$ cat src/rtl/uart_transmitter.sv
// UART transmit serialiser: start bit, LSB-first data, optional parity, 1-2 stop bits.
// Parity uses the receiver's convention: parity = ^data ^ pType (pType=1 means odd).
//
// Handshake: send is a request strobe with no ready/valid pairing beyond busy.
// A send is accepted at a rising edge where send=1, busy=0 and rst=0. Once
// accepted, busy stays high for the whole frame. A send seen while busy is
// dropped, and it does not disturb the latched word. done pulses for exactly one
// cycle, on the last cycle of the final stop bit. busy falls on the following
// cycle.
module uart_transmitter #(
  parameter int DATA_WIDTH   = 8,
  parameter int CLKS_PER_BIT = 868,
  parameter int STOP_BITS    = 1
) (
  input  logic                  clk,
  input  logic                  rst,
  input  logic [DATA_WIDTH-1:0] dataIn,
  input  logic                  send,
  input  logic                  parityEn,
  input  logic                  pType,
  output logic                  tx,
  output logic                  busy,
  output logic                  done,
  output logic [2:0]            state_dbg
);

  localparam int DIV_W = (CLKS_PER_BIT > 1) ? $clog2(CLKS_PER_BIT) : 1;
  // Wide enough for both the data-bit index and the stop-bit index.
  localparam int CNT_W = $clog2(DATA_WIDTH + 1);

  localparam logic [DIV_W-1:0] DIV_LAST  = DIV_W'(CLKS_PER_BIT - 1);
  localparam logic [CNT_W-1:0] DATA_LAST = CNT_W'(DATA_WIDTH - 1);
  localparam logic [CNT_W-1:0] STOP_LAST = CNT_W'(STOP_BITS - 1);

  typedef enum logic [2:0] {
    IDLE   = 3'd0,
    START  = 3'd1,
    DATA   = 3'd2,
    PARITY = 3'd3,
    STOP   = 3'd4
  } state_t;

  state_t                state, state_nx;
  logic [DIV_W-1:0]      div, div_nx;
  logic [CNT_W-1:0]      cnt, cnt_nx;
  logic [DATA_WIDTH-1:0] shreg, shreg_nx;
  logic                  par_en, par_en_nx;
  logic                  par_bit, par_bit_nx;
  logic                  tx_nx, busy_nx, done_nx;
  logic                  tick;

  // Bit-period boundary: the divider is about to wrap.
  assign tick      = (div == DIV_LAST);
  assign state_dbg = state;

  // State, datapath and registered outputs.
  always_ff @(posedge clk) begin
    if (rst) begin
      state   <= IDLE;
      div     <= '0;
      cnt     <= '0;
      shreg   <= '0;
      par_en  <= 1'b0;
      par_bit <= 1'b0;
      tx      <= 1'b1;
      busy    <= 1'b0;
      done    <= 1'b0;
    end else begin
      state   <= state_nx;
      div     <= div_nx;
      cnt     <= cnt_nx;
      shreg   <= shreg_nx;
      par_en  <= par_en_nx;
      par_bit <= par_bit_nx;
      tx      <= tx_nx;
      busy    <= busy_nx;
      done    <= done_nx;
    end
  end

  // Next-state logic. Outputs are decoded from the next state so that they
  // register in step with the state they belong to.
  always_comb begin
    state_nx   = state;
    div_nx     = div;
    cnt_nx     = cnt;
    shreg_nx   = shreg;
    par_en_nx  = par_en;
    par_bit_nx = par_bit;

    if (state != IDLE) begin
      div_nx = tick ? '0 : div + 1'b1;
    end

    case (state)
      IDLE: begin
        if (send) begin
          state_nx   = START;
          div_nx     = '0;
          cnt_nx     = '0;
          shreg_nx   = dataIn;
          par_en_nx  = parityEn;
          par_bit_nx = (^dataIn) ^ pType;
        end
      end
      START: begin
        if (tick) begin
          state_nx = DATA;
          cnt_nx   = '0;
        end
      end
      DATA: begin
        if (tick) begin
          shreg_nx = shreg >> 1;
          if (cnt == DATA_LAST) begin
            cnt_nx   = '0;
            state_nx = par_en ? PARITY : STOP;
          end else begin
            cnt_nx = cnt + 1'b1;
          end
        end
      end
      PARITY: begin
        if (tick) begin
          state_nx = STOP;
          cnt_nx   = '0;
        end
      end
      STOP: begin
        if (tick) begin
          if (cnt == STOP_LAST) begin
            state_nx = IDLE;
            cnt_nx   = '0;
          end else begin
            cnt_nx = cnt + 1'b1;
          end
        end
      end
      default: begin
        state_nx = IDLE;
        div_nx   = '0;
        cnt_nx   = '0;
      end
    endcase

    tx_nx = 1'b1;
    case (state_nx)
      START:   tx_nx = 1'b0;
      DATA:    tx_nx = shreg_nx[0];
      PARITY:  tx_nx = par_bit_nx;
      default: tx_nx = 1'b1;
    endcase

    busy_nx = (state_nx != IDLE);
    done_nx = (state_nx == STOP) && (div_nx == DIV_LAST) && (cnt_nx == STOP_LAST);
  end

endmodule

$ cat config.mk
export PLATFORM = sky130hd
export DESIGN_NAME = uart_transmitter
export DESIGN_NICKNAME = d
export VERILOG_FILES = /design/src/rtl/uart_transmitter.sv
export SDC_FILE = /design/constraint.sdc
export NUM_CORES = 1
export LEC_CHECK = 0
export CAP_MARGIN = 20
export CORE_AREA = 5 5 67 69
export CTS_CLUSTER_SIZE = 24
export DETAILED_ROUTE_END_ITERATION = 7
export DIE_AREA = 0 0 72 74
export PLACE_DENSITY = 0.7
export SETUP_SLACK_MARGIN = 0.1
export SKIP_CTS_REPAIR_TIMING = 1
export SYNTH_ARGS = -nofsm -noshare
export SYNTH_HDL_FRONTEND = slang
export SYNTH_SLANG_ARGS = --single-unit
$ cat constraint.sdc
create_clock -name clk -period 3.9 [get_ports clk]
set_input_delay 0.78 -clock clk [delete_from_list [all_inputs] [get_ports clk]]
set_output_delay 0.78 -clock clk [all_outputs]
set_load 0.01 [all_outputs]
==> reports/qor.csv <==
stage,metric,value,unit
run_status,outcome,completed,
min_path,worst min path class,flip-flop to flip-flop,
drt,Routed WL,4440,um
global_route,initial antenna violation count,0,
logic_synthesis,post-synthesis sequential area ratio,32.8,%
clock_network,CTS Buf Count,5,
clock_network,maximum root-to-sink buffer count,2,
logic_synthesis,Main synth FF type,dfxtp_1,
placement,"Cell Area, Placed",2020,um2
min_path,Hold Path Stages,2,
logic_synthesis,"Avg Cell Area, Syn",8.06,um2
min_path,WHS Endpoint,shreg[5],
final_layout,final layout net count,255,
power_and_ir_drop,switching power,0.179,mW
worst_setup_path,Worst Path Arrival,3.15,ns
placement,Post-DP HPWL,3130,um
power_and_ir_drop,leakage power,0.690,nW
drt,WL/cell,15.3,um
clock_network,TritonCTS clock tree,done,
power_and_ir_drop,Flop pwr share,47.9,%
logic_synthesis,post-synthesis register bit count,30,
timing,Tightest Pin Transition,0.903,ns
timing,Hold Fails Final Rpt,0,
final_layout,# fillers,393,
drt,Iter 0 DRT Violations,233,
power_and_ir_drop,internal power,0.499,mW
timing,Final Max Tran Viols,0,
worst_setup_path,crit start category,flip-flop,
placement,GP Congestion,0.856,
worst_setup_path,crit end category,flip-flop,
power_and_ir_drop,Pwr per Cell Area,321,nW/um2
timing,post-route clock period utilization,76.0,%
final_layout,Area Growth Syn to Fin,15.5,%
die,Core Region,3860,um2
timing,Max-slew headroom,39.3,%
clock_network,H-tree Lvls,2,
logic_synthesis,Unique masters post-synth,54,
die,die height,74,um
timing,setup TNS,0,ns
final_layout,register area,601,um2
worst_setup_path,slowest library cell on the worst path,a2111oi_1,
logic_synthesis,Syn Inst Count,227,
logic_synthesis,Syn Nets,243,
power_and_ir_drop,Tot Pwr,0.678,mW
timing,fmax,337,MHz
clock_network,Worst-Skew Late Latency,0.29,ns
final_layout,Multi-input gate area,1130,um2
die,Die X,72,um
clock_network,Worst-path clk slew,0.07,ns
power_and_ir_drop,Peak VDD IR,0.000263,V
worst_setup_path,RR Endpoint,done,
logic_synthesis,count of flip-flops with a built-in enable after synthesis,0,
die,initial cell density of the core,47.4,%
worst_setup_path,worst flop-to-flop path startpoint,div[0],
global_route,maximum number of pins on one net before global-route repair,26,
drt,# DRC,0,
die,row count,23,
drt,Via-to-Cell Ratio,5.84,
drt,"antenna viol nets, final",0,
die,die area,5330,um2
logic_synthesis,yosys warns,0,
final_layout,Finished Layout Cells,290,
worst_setup_path,critical path class,flip-flop to flip-flop,
clock_network,Root Buffer,clkbuf_8,
clock_network,Clock Sinks,30,
logic_synthesis,Mapped Area,1830,um2
global_route,first-pass GRT wire length,7450,um
min_path,min-delay src,shreg[5],
job,Max-Cap Viols,0,
worst_setup_path,crit-path cells,ha_1 -> or3b_1 -> a2111oi_1 -> a22oi_1 -> nor4_1 -> nand4b_1 -> a2111oi_4,
worst_setup_path,reg2reg path depth,7,
timing,minimum clock period,2.97,ns
final_layout,share of post-route cells with drive strength above 1,8.75,%
global_route,vias in the first global route,1571,
timing,Final Skew,0.00684,ns
final_layout,cell area after layout,2110,um2
drt,First-pass DRT Iterations,4,
drt,Vias,1694,
timing,final setup vio count,0,
timing,RSZ-0062 raised after global routing,false,
logic_synthesis,ys async rst share,0,%
placement,IO buf count,18,
placement,placed insts,282,
die,I/O pins,19,
power_and_ir_drop,Sw Ratio,26.3,%
worst_setup_path,"slowest stage delay, CP",0.55,ns
worst_setup_path,CP Max Fanout,8,
power_and_ir_drop,Clock power frac,39.6,%
global_route,Tot GR Track Use,17.9,%
worst_setup_path,Worst EP required,4.09,ns
global_route,total congestion overflow,0,
final_layout,number of diodes,0,
power_and_ir_drop,Logic pwr share,12.5,%
worst_setup_path,R2R setup slack,0.93,ns
## metal layers
metal / routed length, um / track usage (%) / vias up
met5: 0 / 0 / -
met4: 87 / 7.93 / 0
met3: 225 / 4.86 / 7
met2: 1910 / 25.7 / 50
met1: 2210 / 25.0 / 791
li1: - / - / 846
## through the flow
step	util (%)	hold WS (ns)	setup slack (ns)
2_1_floorplan	-	0.436	1.38
3_3_place_gp	52.3	0.445	0.973
3_5_place_dp	52.3	0.450	0.859
4_1_cts	54.8	0.459	0.977
5_1_grt	54.8	0.480	0.689
6_report	54.8	0.454	0.934
## worst max path at each step
stage            from  slack [ns]    to
2_1_floorplan  div[0]        1.38  done
3_3_place_gp     send        0.97  done
3_5_place_dp     send        0.86  done
4_1_cts        div[0]        0.98  done
5_1_grt        div[0]        0.69  done
6_report       div[0]        0.93  done
## cells in the final DEF, fill, tap and decap left out, types with 6 or more instances in the layout
master and n:
o21ai_0 8, a21oi_1 13, xnor2_1 11, clkdlybuf4s50_1 18, nor2_1 27, a22oi_1 11, nand2_1 26, inv_1 6
xor2_1 6, clkbuf_8 6, dfxtp_1 30
## power groups by stage
stage          clock network (mW)  logic, mW  registers [mW]
2_1_floorplan                   0     0.0549           0.329
3_3_place_gp                    0     0.0843           0.331
6_report                    0.268     0.0846           0.325
5_1_grt                     0.292     0.0937           0.326
4_1_cts                     0.272     0.0847           0.324
3_5_place_dp                    0     0.0839           0.331
## cell families (layout without fill, tap and decap cells)
kind of cell,after synthesis,after routing,share of synthesized area (%)
XOR/XNOR,17,17,8.14
adder cells (fa/ha/maj),3,3,2.05
AO/OA/AOI/OAI,54,54,21.5
multiplexers,3,3,1.71
AND/OR/NAND/NOR,98,98,28.4
flip-flops,30,30,32.8
buffers and inverters,22,35,5.40
## synthesized netlist by cell type (all sizes together) (3+ instances only)
library cell / n / area (um2)
or3b: 3 / 26.3
ha: 3 / 37.5
nor2: 27 / 101
a22oi: 11 / 82.6
or4: 3 / 30.0
nor2b: 5 / 31.3
nand3: 4 / 20.0
o21ai: 8 / 40.0
xnor2: 11 / 96.3
a21oi: 14 / 73.8
nand4: 4 / 25.0
inv: 6 / 22.5
nand2: 26 / 97.6
clkbuf: 13 / 50.0
xor2: 6 / 52.6
buf: 3 / 26.3
or3: 3 / 18.8
nor3: 5 / 30.0
dfxtp: 30 / 601
nor4: 6 / 43.8
## sequential cells by signal, indices dropped and copies added (netlist names)
signal	flops
par_bit	1
done	1
busy	1
par_en	1
cnt	4
div	10
shreg	8
tx	1
state_dbg	3
## cell type report
| cell class | instances | area share [%] |
|---|---|---|
| Inverter | 6 | 1.07 |
| Sequential cell | 30 | 28.4 |
| Tap cell | 50 | 2.96 |
| Timing Repair Buffer | 21 | 9.59 |
| Multi-Input combinational cell | 175 | 53.5 |
| Clock buffer | 6 | 3.91 |
| Clock inverter | 2 | 0.592 |
## worst max-delay path: cells and delay by family (launching register included)
kind | cells | cell delay (ns)
AO/OA/AOI/OAI | 3 | 1.08
flip-flops | 1 | 0.43
adder cells (fa/ha/maj) | 1 | 0.27
AND/OR/NAND/NOR | 3 | 1.07
(Power assumes the default switching activity.)
==> patch: new RTL, config.mk and constraints unchanged <==
Add an input register stage for `dataIn`, `send`, `parityEn` and `pType`, without a reset; this delays them by one clock.
--- a/src/rtl/uart_transmitter.sv
+++ b/src/rtl/uart_transmitter.sv
@@ -41,2 +41,14 @@
   } state_t;
+
+  logic [DATA_WIDTH-1:0] dataIn_q;
+  logic send_q;
+  logic parityEn_q;
+  logic pType_q;
+
+  always_ff @(posedge clk) begin
+    dataIn_q   <= dataIn;
+    send_q     <= send;
+    parityEn_q <= parityEn;
+    pType_q    <= pType;
+  end
 
@@ -96,3 +108,3 @@
       IDLE: begin
-        if (send) begin
+        if (send_q) begin
           state_nx   = START;
@@ -100,5 +112,5 @@
           cnt_nx     = '0;
-          shreg_nx   = dataIn;
-          par_en_nx  = parityEn;
-          par_bit_nx = (^dataIn) ^ pType;
+          shreg_nx   = dataIn_q;
+          par_en_nx  = parityEn_q;
+          par_bit_nx = (^dataIn_q) ^ pType_q;
         end
Function: changed (Yosys sat finds a counterexample within 4 cycles, from zero or initial values and one cycle with rst high).
==> patch against the original RTL <==
- hold slack worse by 0.55 ps
- sequential cell count is 11 higher
- design area is 9.4% higher
- cell count is 1.7% lower
- area after synthesis is 8.7% higher
- routed wire length is 3.9% lower
- power is 35% higher
- worst setup slack better by 450 ps
- clock power is 34% higher
- sequential share of layout area is 7.1 points higher
- largest power group unchanged
==> patch: results (changes against the original RTL) <==
* Run status: complete, no violations (unchanged)
* Area of the multi-input gates at 1102 µm² (was 1130 µm²)
* Aggregate global-route resource usage at 17.35% (was 17.86%)
* Max stage delay cell, worst path: sky130_fd_sc_hd__or3b_1 (was sky130_fd_sc_hd__a2111oi_1)
* IR Drop Worst-Case VDD at 0.2455 mV (was 0.2625 mV)
* Proportion of cell area occupied by multi-input gates at 47.67% (was 53.46%)
* Flop-to-flop setup slack at 1390 ps (was 930 ps)
* Final standard cell count with taps included and fillers excluded at 285 (was 290)
* Leading post-synthesis cells by cell area: sky130_fd_sc_hd__dfxtp_1 (41%), sky130_fd_sc_hd__nand2_1 (4.3%), sky130_fd_sc_hd__nor2_1 (4.2%), sky130_fd_sc_hd__a21oi_1 (4.0%), sky130_fd_sc_hd__xor2_1 (3.1%) (was sky130_fd_sc_hd__dfxtp_1 (33%), sky130_fd_sc_hd__nor2_1 (5.5%), sky130_fd_sc_hd__nand2_1 (5.3%), sky130_fd_sc_hd__xnor2_1 (5.3%), sky130_fd_sc_hd__a22oi_1 (4.5%))
* Number of cells on the worst reg-to-reg path at 6 (was 7)
* Detailed-placement wirelength estimate at 2.985 mm (was 3.132 mm)
* Post-placement cell count at 277 (was 282)
* Via count at 1644 (was 1694)
* First-pass GRT wire length at 7.210 mm (was 7.452 mm)
* Hold EP: par_en$_SDFFE_PP0P_ (was shreg[5]$_SDFFE_PP0P_)
* Share of cells above drive strength 1 at 8.936% (was 8.750%)
* Post-synthesis net count at 233 (was 243)
* Final Skew at 7.209 ps (was 6.844 ps)
* Headroom to the max-slew limit at 44.93% (was 39.31%)
* Number of non-clock buffers at 19 (was 21)
* Cell Area, Placed at 2192 µm² (was 2018 µm²)
* Number of filler cells placed in the layout at 347 (was 393)
* Non-clock buffering overhead in the final layout at 8.117% (was 9.591%)
* Layout multi-input combinational cell count at 162 (was 175)
* Fraction of area in registers at 35.50% (was 28.42%)
==> patch: routing by layer <==
metal / vias to the layer above / GRT usage (%) / part of all wire [%]
met1: 772 / 22.81 / 46
met3: 5 / 6.081 / 5.8
met2: 31 / 26.53 / 47
met4: 0 / 6.263 / 1.4
met5: - / 0 / 0
li1: 836 / - / -
==> patch: power by group <==
group	leakage, nW	switching (W)	internal [W]
logic	0.463	0.0000469	0.0000523
clock network	0.0574	0.000150	0.000208
registers	0.337	0.0000158	0.000438
==> patch: cell families after synthesis <==
family,share of synthesized area [%]
simple gates,27.50
compound gates,17.24
flops,41.28
xor+xnor,7.552
buf+inv,3.272
fa+ha+maj,1.888
mux,1.258
==> patch: tightest hold or removal path: cells and delay by family, from the launching register on <==
family,cells,cell delay (ps)
compound gates,1,50
flops,1,310
simple gates,1,50
